### src/rtl/tmds_pkg.sv
`timescale 1ns/1ps
// tmds_pkg: shared definitions for the TMDS receive channel.
//   - the four 10-bit control-token words
//   - alignment FSM state encoding
//   - token_map(): 10-bit word -> {is_token, c1, c0}
package tmds_pkg;

  localparam logic [9:0] TOK_00 = 10'b1101010100;
  localparam logic [9:0] TOK_01 = 10'b0010101011;
  localparam logic [9:0] TOK_10 = 10'b0101010100;
  localparam logic [9:0] TOK_11 = 10'b1010101011;

  typedef enum logic [1:0] {
    SEARCH = 2'd0,
    WAIT   = 2'd1,
    LOCKED = 2'd2
  } tmds_state_e;

  // Returns {hit, c1, c0}; hit=0 for any non-token word.
  function automatic logic [2:0] token_map(input logic [9:0] w);
    case (w)
      TOK_00:  token_map = 3'b100;
      TOK_01:  token_map = 3'b101;
      TOK_10:  token_map = 3'b110;
      TOK_11:  token_map = 3'b111;
      default: token_map = 3'b000;
    endcase
  endfunction

endpackage

### src/rtl/tmds_word_decode.sv
`timescale 1ns/1ps
// tmds_word_decode: purely combinational decode of one 10-bit TMDS word.
//   din      in  10  TMDS word, bit 0 first-received
//   is_token out 1   word is one of the four control tokens
//   c1, c0   out 1   control pair (0 when not a token)
//   dout     out 8   decoded pixel byte (0 for tokens)
module tmds_word_decode
  import tmds_pkg::*;
(
  input  logic [9:0] din,
  output logic       is_token,
  output logic       c1,
  output logic       c0,
  output logic [7:0] dout
);

  logic [2:0] tok;
  logic [7:0] q;

  always_comb begin
    tok      = token_map(din);
    is_token = tok[2];
    c1       = tok[1];
    c0       = tok[0];
    // bit 9 marks an inverted payload, bit 8 selects XOR vs XNOR chaining
    q        = din[9] ? ~din[7:0] : din[7:0];
    dout     = '0;
    if (!tok[2]) begin
      dout[0] = q[0];
      for (int i = 1; i < 8; i++)
        dout[i] = din[8] ? (q[i] ^ q[i-1]) : ~(q[i] ^ q[i-1]);
    end
  end

endmodule

### src/rtl/tmds_channel_decoder.sv
`timescale 1ns/1ps
// tmds_channel_decoder: one TMDS receive channel. Word-aligns the deserializer
// via bitslip pulses until control tokens appear, then decodes each word.
//   iclk      in  1   pixel-rate clock
//   RST       in  1   asynchronous active-low reset
//   din       in  10  raw TMDS word, bit 0 first-received
//   din_valid in  1   din qualifier
//   bitslip   out 1   one-cycle rotate request to the deserializer
//   aligned   out 1   high while in LOCKED
//   dout      out 8   pixel byte (vld && de)
//   c0, c1    out 1   control pair (vld && !de)
//   de        out 1   1 = data word, 0 = control token
//   vld       out 1   output word valid, din_valid delayed 2 cycles
//   lost_cnt  out 16  saturating LOCKED->SEARCH count
// Optional: define TMDS_LOST_CNT_EN to build the lost_cnt counter; otherwise
// lost_cnt is tied to 0.
module tmds_channel_decoder
  import tmds_pkg::*;
#(
  parameter int TOKEN_CNT_MIN  = 8,
  parameter int SEARCH_TIMEOUT = 64,
  parameter int SLIP_WAIT      = 8,
  parameter int LOCK_TIMEOUT   = 4096
) (
  input  logic        iclk,
  input  logic        RST,
  input  logic [9:0]  din,
  input  logic        din_valid,
  output logic        bitslip,
  output logic        aligned,
  output logic [7:0]  dout,
  output logic        c0,
  output logic        c1,
  output logic        de,
  output logic        vld,
  output logic [15:0] lost_cnt
);

  localparam int STAGES   = 2;
  localparam int MISS_MAX = (LOCK_TIMEOUT > SEARCH_TIMEOUT) ? LOCK_TIMEOUT : SEARCH_TIMEOUT;
  localparam int TOK_W    = $clog2(TOKEN_CNT_MIN) + 1;
  localparam int MISS_W   = $clog2(MISS_MAX) + 1;
  localparam int WAIT_W   = $clog2(SLIP_WAIT) + 1;

  localparam logic [TOK_W-1:0]  TOK_THR  = TOK_W'(TOKEN_CNT_MIN);
  localparam logic [MISS_W-1:0] SRCH_THR = MISS_W'(SEARCH_TIMEOUT);
  localparam logic [MISS_W-1:0] LOCK_THR = MISS_W'(LOCK_TIMEOUT);
  localparam logic [WAIT_W-1:0] WAIT_THR = WAIT_W'(SLIP_WAIT);

  // ---- stage 1: capture word ----
  logic [STAGES:1] vld_pipe;
  logic [9:0]      s1_din;

  always_ff @(posedge iclk or negedge RST)
    if (!RST) begin
      vld_pipe <= '0;
      s1_din   <= '0;
    end else begin
      vld_pipe <= {vld_pipe[STAGES-1:1], din_valid};
      if (din_valid) s1_din <= din;
    end

  assign vld = vld_pipe[STAGES];

  // One decoder on the stage-1 word feeds both the output stage and the FSM.
  logic       s1_tok, s1_c1, s1_c0;
  logic [7:0] s1_dout;

  tmds_word_decode u_dec (
    .din      (s1_din),
    .is_token (s1_tok),
    .c1       (s1_c1),
    .c0       (s1_c0),
    .dout     (s1_dout)
  );

  // ---- stage 2: registered outputs; c0/c1 keep the last token across data ----
  always_ff @(posedge iclk or negedge RST)
    if (!RST) begin
      dout <= '0;
      de   <= 1'b0;
      c0   <= 1'b0;
      c1   <= 1'b0;
    end else if (vld_pipe[1]) begin
      de   <= ~s1_tok;
      dout <= s1_dout;
      if (s1_tok) begin
        c0 <= s1_c0;
        c1 <= s1_c1;
      end
    end

  // ---- alignment FSM ----
  tmds_state_e       state, state_nxt;
  logic [TOK_W-1:0]  tok_cnt, tok_nxt;
  logic [MISS_W-1:0] miss_cnt, miss_nxt;
  logic [WAIT_W-1:0] wait_cnt, wait_nxt;
  logic              slip_nxt;

  always_ff @(posedge iclk or negedge RST)
    if (!RST) begin
      state    <= SEARCH;
      tok_cnt  <= '0;
      miss_cnt <= '0;
      wait_cnt <= '0;
      bitslip  <= 1'b0;
    end else begin
      state    <= state_nxt;
      tok_cnt  <= tok_nxt;
      miss_cnt <= miss_nxt;
      wait_cnt <= wait_nxt;
      bitslip  <= slip_nxt;
    end

  always_comb begin
    state_nxt = state;
    tok_nxt   = tok_cnt;
    miss_nxt  = miss_cnt;
    wait_nxt  = wait_cnt;
    slip_nxt  = 1'b0;
    case (state)
      SEARCH: if (vld_pipe[1]) begin
        if (s1_tok) begin
          // a token never advances miss_cnt, so it can never trigger a slip
          tok_nxt = tok_cnt + 1'b1;
          if (tok_nxt == TOK_THR) begin
            state_nxt = LOCKED;
            tok_nxt   = '0;
            miss_nxt  = '0;
          end
        end else begin
          tok_nxt  = '0;
          miss_nxt = miss_cnt + 1'b1;
          if (miss_nxt == SRCH_THR) begin
            state_nxt = WAIT;
            slip_nxt  = 1'b1;
            miss_nxt  = '0;
          end
        end
      end
      // deserializer settle time: counts every clock, input ignored
      WAIT: begin
        wait_nxt = wait_cnt + 1'b1;
        if (wait_nxt == WAIT_THR) begin
          state_nxt = SEARCH;
          wait_nxt  = '0;
        end
      end
      LOCKED: if (vld_pipe[1]) begin
        if (s1_tok) miss_nxt = '0;
        else begin
          miss_nxt = miss_cnt + 1'b1;
          if (miss_nxt == LOCK_THR) begin
            state_nxt = SEARCH;
            miss_nxt  = '0;
            tok_nxt   = '0;
          end
        end
      end
      default: state_nxt = SEARCH;
    endcase
  end

  assign aligned = (state == LOCKED);

`ifdef TMDS_LOST_CNT_EN
  logic        lost_evt;
  logic [15:0] lost_q;

  assign lost_evt = (state == LOCKED) && (state_nxt == SEARCH);

  always_ff @(posedge iclk or negedge RST)
    if (!RST) lost_q <= '0;
    else if (lost_evt && (lost_q != 16'hFFFF)) lost_q <= lost_q + 1'b1;

  assign lost_cnt = lost_q;
`else
  assign lost_cnt = '0;
`endif

endmodule

### config.mk
export PLATFORM = sky130hd
export DESIGN_NAME = tmds_channel_decoder
export DESIGN_NICKNAME = d
export VERILOG_FILES = /design/src/rtl/tmds_pkg.sv /design/src/rtl/tmds_word_decode.sv /design/src/rtl/tmds_channel_decoder.sv
export SDC_FILE = /design/constraint.sdc
export NUM_CORES = 1
export LEC_CHECK = 0
export ABC_AREA = 1
export CELL_PAD_IN_SITES_DETAIL_PLACEMENT = 1
export CELL_PAD_IN_SITES_GLOBAL_PLACEMENT = 1
export CORE_MARGIN = 1
export CORE_UTILIZATION = 39
export DETAILED_ROUTE_END_ITERATION = 16
export GPL_TIMING_DRIVEN = 0
export PLACE_DENSITY_LB_ADDON = 0.1
export REMOVE_ABC_BUFFERS = 1
export SYNTH_ARGS = -nofsm -noshare
export SYNTH_HDL_FRONTEND = slang
export SYNTH_SLANG_ARGS = --single-unit
### constraint.sdc
create_clock -name iclk -period 2 [get_ports iclk]
set_input_delay 0.3 -clock iclk [delete_from_list [all_inputs] [get_ports iclk]]
set_output_delay 0.3 -clock iclk [all_outputs]
set_load 0.05 [all_outputs]
Word-level counts from Yosys, hierarchy flattened. Cells that the tools add are included.

Register bits: 47. Input bits: 13. Output and inout port bits: 30. Word-level logic and storage cells: 92.

$add $sub $neg: 3. Equal/unequal tests: 17. Mux-type cells: 39. Bitwise logic cells: 16. Reductions and logical operators: 6.

Operators with widths (count): 13-bit 2-to-1 mux (7); 4-bit 2-to-1 mux (7); 13-bit one-hot mux with 2 select lines (1); 10-bit equality test (second input constant) (2); 2-bit 2-to-1 mux (8); 8-bit 2-to-1 mux (2); 13-bit by 1-bit adder with 13-bit output (second input constant) (1); 13-bit equality test (second input constant) (1); 13-bit by 7-bit equality test with 1-bit output (second input constant) (1); 3-bit one-hot mux with 4 select lines (1); 1-bit 2-to-1 mux (11); 10-bit by 8-bit equality test with 1-bit output (second input constant) (1); 10-bit by 9-bit equality test with 1-bit output (second input constant) (1); 4-bit by 1-bit adder with 4-bit output (second input constant) (2); 4-bit equality test (second input constant) (2); 1-bit inverter (8); 8-bit inverter (1); 4-bit one-hot mux with 2 select lines (1); 7-bit AND reduction (1); 1-bit bitwise XOR (7); 2-bit inequality test (second input constant) (3); 2-bit one-hot mux with 3 select lines (1); 5-bit AND reduction (1); 2-bit by 1-bit inequality test with 1-bit output (second input constant) (2); other kinds (8) (8).

Longest topological paths before layout. Gate-level depths: netlist of the first run.

Depth after elaboration: 6. Gate-level depth with buffers: 13. Depth with buffers taken out: 13.

By module. A second synthesis of the first run with hierarchy kept.

Cell total of the unflattened synthesis: 365. Area total of the unflattened synthesis: 2849.0 um^2.

By module, submodules not included: tmds_channel_decoder (instances 1, cells each 299, area an instance 2531.2 um^2); tmds_word_decode (instances 1, cells each 66, area an instance 317.8 um^2).

Least setup slack after synthesis of the first run. Ideal clock, no wire load.

Kind: register to register. Start: reg state[0]. End: reg tok_cnt[0]. Setup time: 0.117 ns. Arrival time: 1.712 ns. Data required time: 1.883 ns. Path slack: 0.171 ns. Stages on the path, launching flop included: 7. Period minus slack after synthesis: 1.829 ns. Path through: dfrtp_1 > nor2_1 > inv_1 > nand2_1 > nor3b_1 > nand3_1 > nand2_1.

Cells in the longest elaborated chain, start to end: 3.

Ends and longest elaborated chain: start: declaration (line tmds_channel_decoder.sv:94) `tmds_state_e state, state_nxt;`; start signal: assignment (line tmds_channel_decoder.sv:108) `state <= state_nxt;`; 2-bit equality test (*); named net aligned (line tmds_channel_decoder.sv:30) `output logic aligned,`; 2-bit inequality test (no source line) (tied with other cells); 5-bit AND reduction (no source line); end signal: assignment (line tmds_channel_decoder.sv:109) `tok_cnt <= tok_nxt;`; end: declaration (line tmds_channel_decoder.sv:95) `logic [TOK_W-1:0] tok_cnt, tok_nxt;`.

The timed path passes the listed nets; every way through them passes the cells marked *. A chain may end at the register's enable or synchronous reset.

Worst setup path after layout of the first run.
Start: reg state[0]. End: out aligned.

Cells in the longest elaborated chain, start to end: 1.

Ends and longest elaborated chain: 2-bit equality test (line tmds_channel_decoder.sv:164) `assign aligned = (state == LOCKED);`; end: declaration (line tmds_channel_decoder.sv:30).

No other way between the ends.

==> impl_metrics.tcl, run 1 <==
set metrics [dict create \
    crit_path_end_kind "primary output" \
    maxSlewHeadroom 0.5774 \
    synth_cell_types 29 \
    final_cell_mix "93 x nand2_1, 45 x dfrtp_1, 34 x inv_1" \
    crit_type "reg -> out" \
    syn_inst 340 \
    clock-root-buffer "clkbuf_8" \
    wl_um 6326 \
    final_area_um2 3247 \
    antenna_cells 0 \
    cp-start-kind "flip-flop" \
    slowest_delay_ns 0.44 \
    slew_violations 0 \
    chipHeight_um 85.23 \
    rows 29 \
    ant_nets 0 \
    viasPerCell 5.051 \
    period_needed_ns 1.870 \
    period_share 0.9349 \
    skew_ns 0.005524 \
    grt_pass1_vias 2330 \
    multiInputGateArea_um2 1374 \
    setup_viol 0 \
    drtIter0Drc 44 \
    cp.required_ns 1.70 \
    io_buffers 26 \
    worstSetupPathDepth 2 \
    numCtsBuffers 5 \
    io_pins 43 \
    maxCapViolCount 0 \
    cp_max_fo 5 \
    crit_start "state[0]" \
    ys_ff_latch 47 \
    worst-path-buf-inv 1 \
    vias 2293 \
    coreArea_um2 6531 \
    worst_slack_ns 0.1302 \
    layout-drive-gt1-share 0.1379 \
    yosys_warnings 0 \
    dpl_cell_area_um2 2978 \
    cts_tree "done" \
    tightest_slew_ns 0.6319 \
    gp_congestion 0.7212 \
    power_density_nw_per_um2 955.6 \
    area_delta_synth_final_pct 20.19 \
    antenna_found_initial 0 \
    status "finished clean" \
    dp_hpwl_um 4608 \
    critPathTopFamily "buffers and inverters" \
    clkTransAtPathRegs_ns 0.10 \
    place_ws_ns -0.3102 \
    final_common_cell "nand2_1" \
    grt_max_degree 35 \
    fmax_mhz 534.8 \
    clockBufferDepth 2 \
    grt_pass1_wl_um 10980 \
    drtPass1Iterations 4 \
    worstPathCellList "nor2_1 > clkdlybuf4s15_2" \
    max-vdd-ir-drop_v 0.0004213 \
    r2r_cells 11 \
    clk_latency_ns 0.31 \
    hold_class "in -> async" \
    remaining_drc_errors 0 \
    overflow 0 \
    r2r-start "miss_cnt[1]" \
    grt_usage 0.1911 \
    synth-seq-area-share 0.4354 \
    cp.arrival_ns 1.57 \
    clock_sinks 47 \
    avgRoutedWirePerCell_um 13.93 \
    start_util 0.4136 \
    slowest_stage "clkdlybuf4s15_2" \
    avgSynthCellArea_um2 7.945 \
    regArea_um2 1179 \
    nets 396 \
    htree_levels 2 \
    p_leak_nw 1.514 \
    die-area_um2 7263 \
    die_x_um 85.23 \
    nFillCells 806 \
    utilization 0.4971 \
    netlist_area_um2 2701 \
    hold_viol 0 \
]
## flip-flops by register name (all words and copies together) (netlist names)
signal,count
state,2
vld_pipe,2
wait_cnt,4
tok_cnt,4
s1_din,10
c0,1
c1,1
dout,8
bitslip,1
de,1
miss_cnt,13
## cells in the mapped netlist, drive strengths merged
cell      n  share of area
nor3      2         0.0037
clkbuf    3         0.0042
nand4    11          0.028
xor2     12          0.039
o31ai     3         0.0083
buf      19          0.052
nand2   104           0.16
dfrtp    47           0.44
nor2     28          0.049
inv      36          0.050
xnor2     3         0.0097
a21oi     3         0.0069
conb      1         0.0014
o21ai    26          0.048
or2       1         0.0023
a32o      1         0.0037
o22ai     4         0.0093
nor3b     1         0.0028
nand3    28          0.057
ha        7          0.032
## worst paths after layout
check,slack [ns],end
worst max-delay path,0.13,aligned
worst min-delay path,0.43,miss_cnt[5]
worst max register to register,0.16,state[0]
worst min register to register,0.48,vld_pipe[2]
max in group asynchronous,1.05,miss_cnt[0]
min in group iclk,0.48,vld_pipe[2]
## metrics by stage
step | std cells | power [mW] | hold slack, ns | TNS, ns
after CTS | 450 | 3.053 | 0.4250 | 0
after global routing | 454 | 3.310 | 0.4569 | -0.0008515
after floorplan | 333 | 1.949 | 0.004409 | 0
after detailed placement | 437 | 2.255 | 0.2381 | -2.735
after global placement | 436 | 2.226 | 0.4528 | -42.40
final | 454 | 3.103 | 0.4314 | 0
## area by class of cell
| type | count | share of cell area |
|---|---|---|
| Tap cell | 77 | 0.02967 |
| Timing Repair Buffer | 36 | 0.1067 |
| Clock inverter | 3 | 0.01464 |
| Sequential cell | 47 | 0.3630 |
| Inverter | 36 | 0.04162 |
| Multi-Input combinational cell | 250 | 0.4231 |
| Clock buffer | 5 | 0.02119 |
## where the power goes
group          switching [mW]  total, mW  internal, mW  leakage [nW]
sequential              0.165       1.27          1.11         0.593
combinational           0.708       1.09         0.377         0.862
clock                   0.364      0.743         0.380        0.0587
total                    1.24       3.10          1.87          1.51
## repair_timing
action                                  in CTS  in global routing
setup buffers                                4                  4
hold endpoints to repair                    13                  0
pin swaps                                    1                  2
gates resized for setup                      7                 14
hold buffers                                 1                  0
endpoints found under the setup margin      21                 15
## routing by layer
layer	share of wire	GRT usage	wire (µm)	up-vias
met5	0	0	0	-
met3	0.033	0.03794	208	6
met2	0.50	0.3284	3146	44
li1	-	-	-	1129
met1	0.46	0.2460	2903	1114
met4	0.011	0.05085	68	0
## cell families after synthesis
group / share of synthesized area
other: 0.001388
buffers and inverters: 0.1061
xor gates and xnor gates: 0.04864
DFF: 0.4354
adders and majority gates: 0.03242
AOI/OAI and AO/OA: 0.07642
and+or+nand+nor: 0.2997
(Power assumes the default switching activity.)
==> run 2: changes to the inputs <==
REMOVE_ABC_BUFFERS = default   (was 1)
==> run 2 against run 1 <==
Net effect: count of clock-buffer cells in the layout is the same; clock skew is 0.0020 ns lower; worst setup slack lost 0.013 ns; global-route usage grew 0.39 points; final area increased by 3.0%; via count rose by 0.52%; non-clock buffer count grew 19; fmax fell by 0.67%; sequential share of layout area down 1.1 points; core utilization increased by 1.5 points; critical path depth rose by 12; flip-flop and latch count stayed put; critical path type is now reg -> reg; largest power group unchanged.
==> impl_metrics.tcl, run 2 (synthesis results as in run 1) <==
set metrics [dict create \
    status "finished clean" \
    ff2ff_setup_slack_ns 0.12 \
    antenna_cells 0 \
    numCtsBuffers 5 \
    avgRoutedWirePerCell_um 13.83 \
    setup_viol 0 \
    crit_type "reg -> reg" \
    viasPerCell 4.894 \
    tightest_slew_ns 0.6587 \
    max-vdd-ir-drop_v 0.0004501 \
    fmax_mhz 531.2 \
    remaining_drc_errors 0 \
    chipHeight_um 85.23 \
    die-area_um2 7263 \
    clk_latency_ns 0.30 \
    start_util 0.4136 \
    clockBufferDepth 2 \
    drtPass1Iterations 4 \
    utilization 0.5119 \
    largestRegisters "miss_cnt (13), s1_din (10), dout (8)" \
    period_needed_ns 1.882 \
    rows 29 \
    io_pins 43 \
    tns_ns 0 \
    slowest_delay_ns 0.42 \
    slowest_stage "dfrtp_1" \
    io_buffers 26 \
    maxCapViolCount 0 \
    clkTransAtPathRegs_ns 0.09 \
    cp.arrival_ns 2.08 \
    crit_path_end_kind "flip-flop" \
    cp-start-kind "flip-flop" \
    p_leak_nw 1.595 \
    clock-root-buffer "clkbuf_8" \
    grt_max_degree 37 \
    final_common_cell "nand2_1" \
    dp_hpwl_um 5005 \
    final_cell_mix "88 x nand2_1, 46 x dfrtp_1, 34 x inv_1" \
    nets 415 \
    area_delta_synth_final_pct 23.76 \
    wl_um 6513 \
    hold_viol 0 \
    cts_tree "done" \
    cp.required_ns 2.20 \
    vias 2305 \
    clock_sinks 47 \
    power_density_nw_per_um2 878.7 \
    grt_pass1_wl_um 11320 \
    largest_register_ffs 13 \
    period_share 0.9412 \
    hold_class "in -> async" \
    slew_violations 0 \
    drtIter0Drc 48 \
    coreArea_um2 6531 \
    skew_ns 0.003537 \
    gp_congestion 0.7297 \
    grt_usage 0.1950 \
    maxSlewHeadroom 0.5592 \
    overflow 0 \
    totalPowerFinal_mw 2.938 \
    antenna_found_initial 0 \
    worstPathCellList "ha_4 > nand3_4 > nor2_4 > buf_6 > nand2_2 > nand2_2 > nand2_2 > nand2_2 > nor2_4 > nand4_4 > nand2_4 > nand2_4 > nand2_1 > nand2_1" \
    layout-drive-gt1-share 0.1777 \
    cp_max_fo 7 \
    die_x_um 85.23 \
    nFillCells 835 \
    final_cells 471 \
    dp.cells 459 \
    grt_pass1_vias 2501 \
    cp_common_cell "nand2_2" \
    largest_register "miss_cnt" \
    ant_nets 0 \
    htree_levels 2 \
]
run 2: cell types whose count changed in the layout (fill, tap and decap cells not counted), moves of 2 or more:
cell and delta:
buf_4 +13, clkbuf_1 +3, nand2_1 -5, nand3_2 +2
nand3_1 -2, nand2_2 +5, buf_6 +2
run 2: where the power goes:
group / internal, mW / switching (mW)
registers: 1.11 / 0.159
clock network: 0.233 / 0.328
logic: 0.391 / 0.719
run 2: path summary, 6_finish.rpt:
path | startpoint | end | depth (start not counted)
worst max-delay path | miss_cnt[0] | tok_cnt[3] | 14
worst min-delay path | RST | miss_cnt[4] | 2
worst max register to register | miss_cnt[0] | tok_cnt[3] | 14
worst min register to register | dout[2] | dout[2] | 2
max in group asynchronous | RST | miss_cnt[2] | 3
min in group iclk | din_valid | vld_pipe[1] | 1
run 2: cell type report:
cell class	instances	area, µm²	area share
sequential	47	1177	0.3522
clock inverter	1	7.507	0.002246
buffer	22	155.1	0.04641
clock buffer	5	68.82	0.02058
multi-input combinational	250	1381	0.4132
tap	77	96.34	0.02882
timing repair buffer	33	321.6	0.09618
inverter	36	135.1	0.04042
run 2: through the flow:
step	instance area, µm²	hold slack [ns]	setup WS (ns)
5_1_grt	3343	0.4497	-0.005397
2_1_floorplan	2758	0.004409	0.1707
4_1_cts	3226	0.4253	0.007033
3_5_place_dp	3129	0.2239	-0.009086
6_report	3343	0.4176	0.1175
3_3_place_gp	3114	0.4554	-0.8298
run 2: routing by layer:
layer,GRT usage,part of all wire,up-vias
met5,0,0,-
met4,0.04622,0.0078,0
met3,0.03016,0.022,6
met2,0.3578,0.52,30
met1,0.2395,0.45,1107
li1,-,-,1162
run 2: worst max-delay path, delay by kind of cell, from the launching register on:
family,cells,cell delay [ns]
simple gates,12,1.03
buf+inv,1,0.12
fa+ha+maj,1,0.20
flops,1,0.42
run 2: repair_timing:
item | CTS | global route
gates resized for setup | 3 | 23
pin swaps | 0 | 10
hold endpoints to repair | 11 | 0
hold buffers | 1 | 0
endpoints found under the setup margin | 5 | 30
buffers inserted | 1 | 4
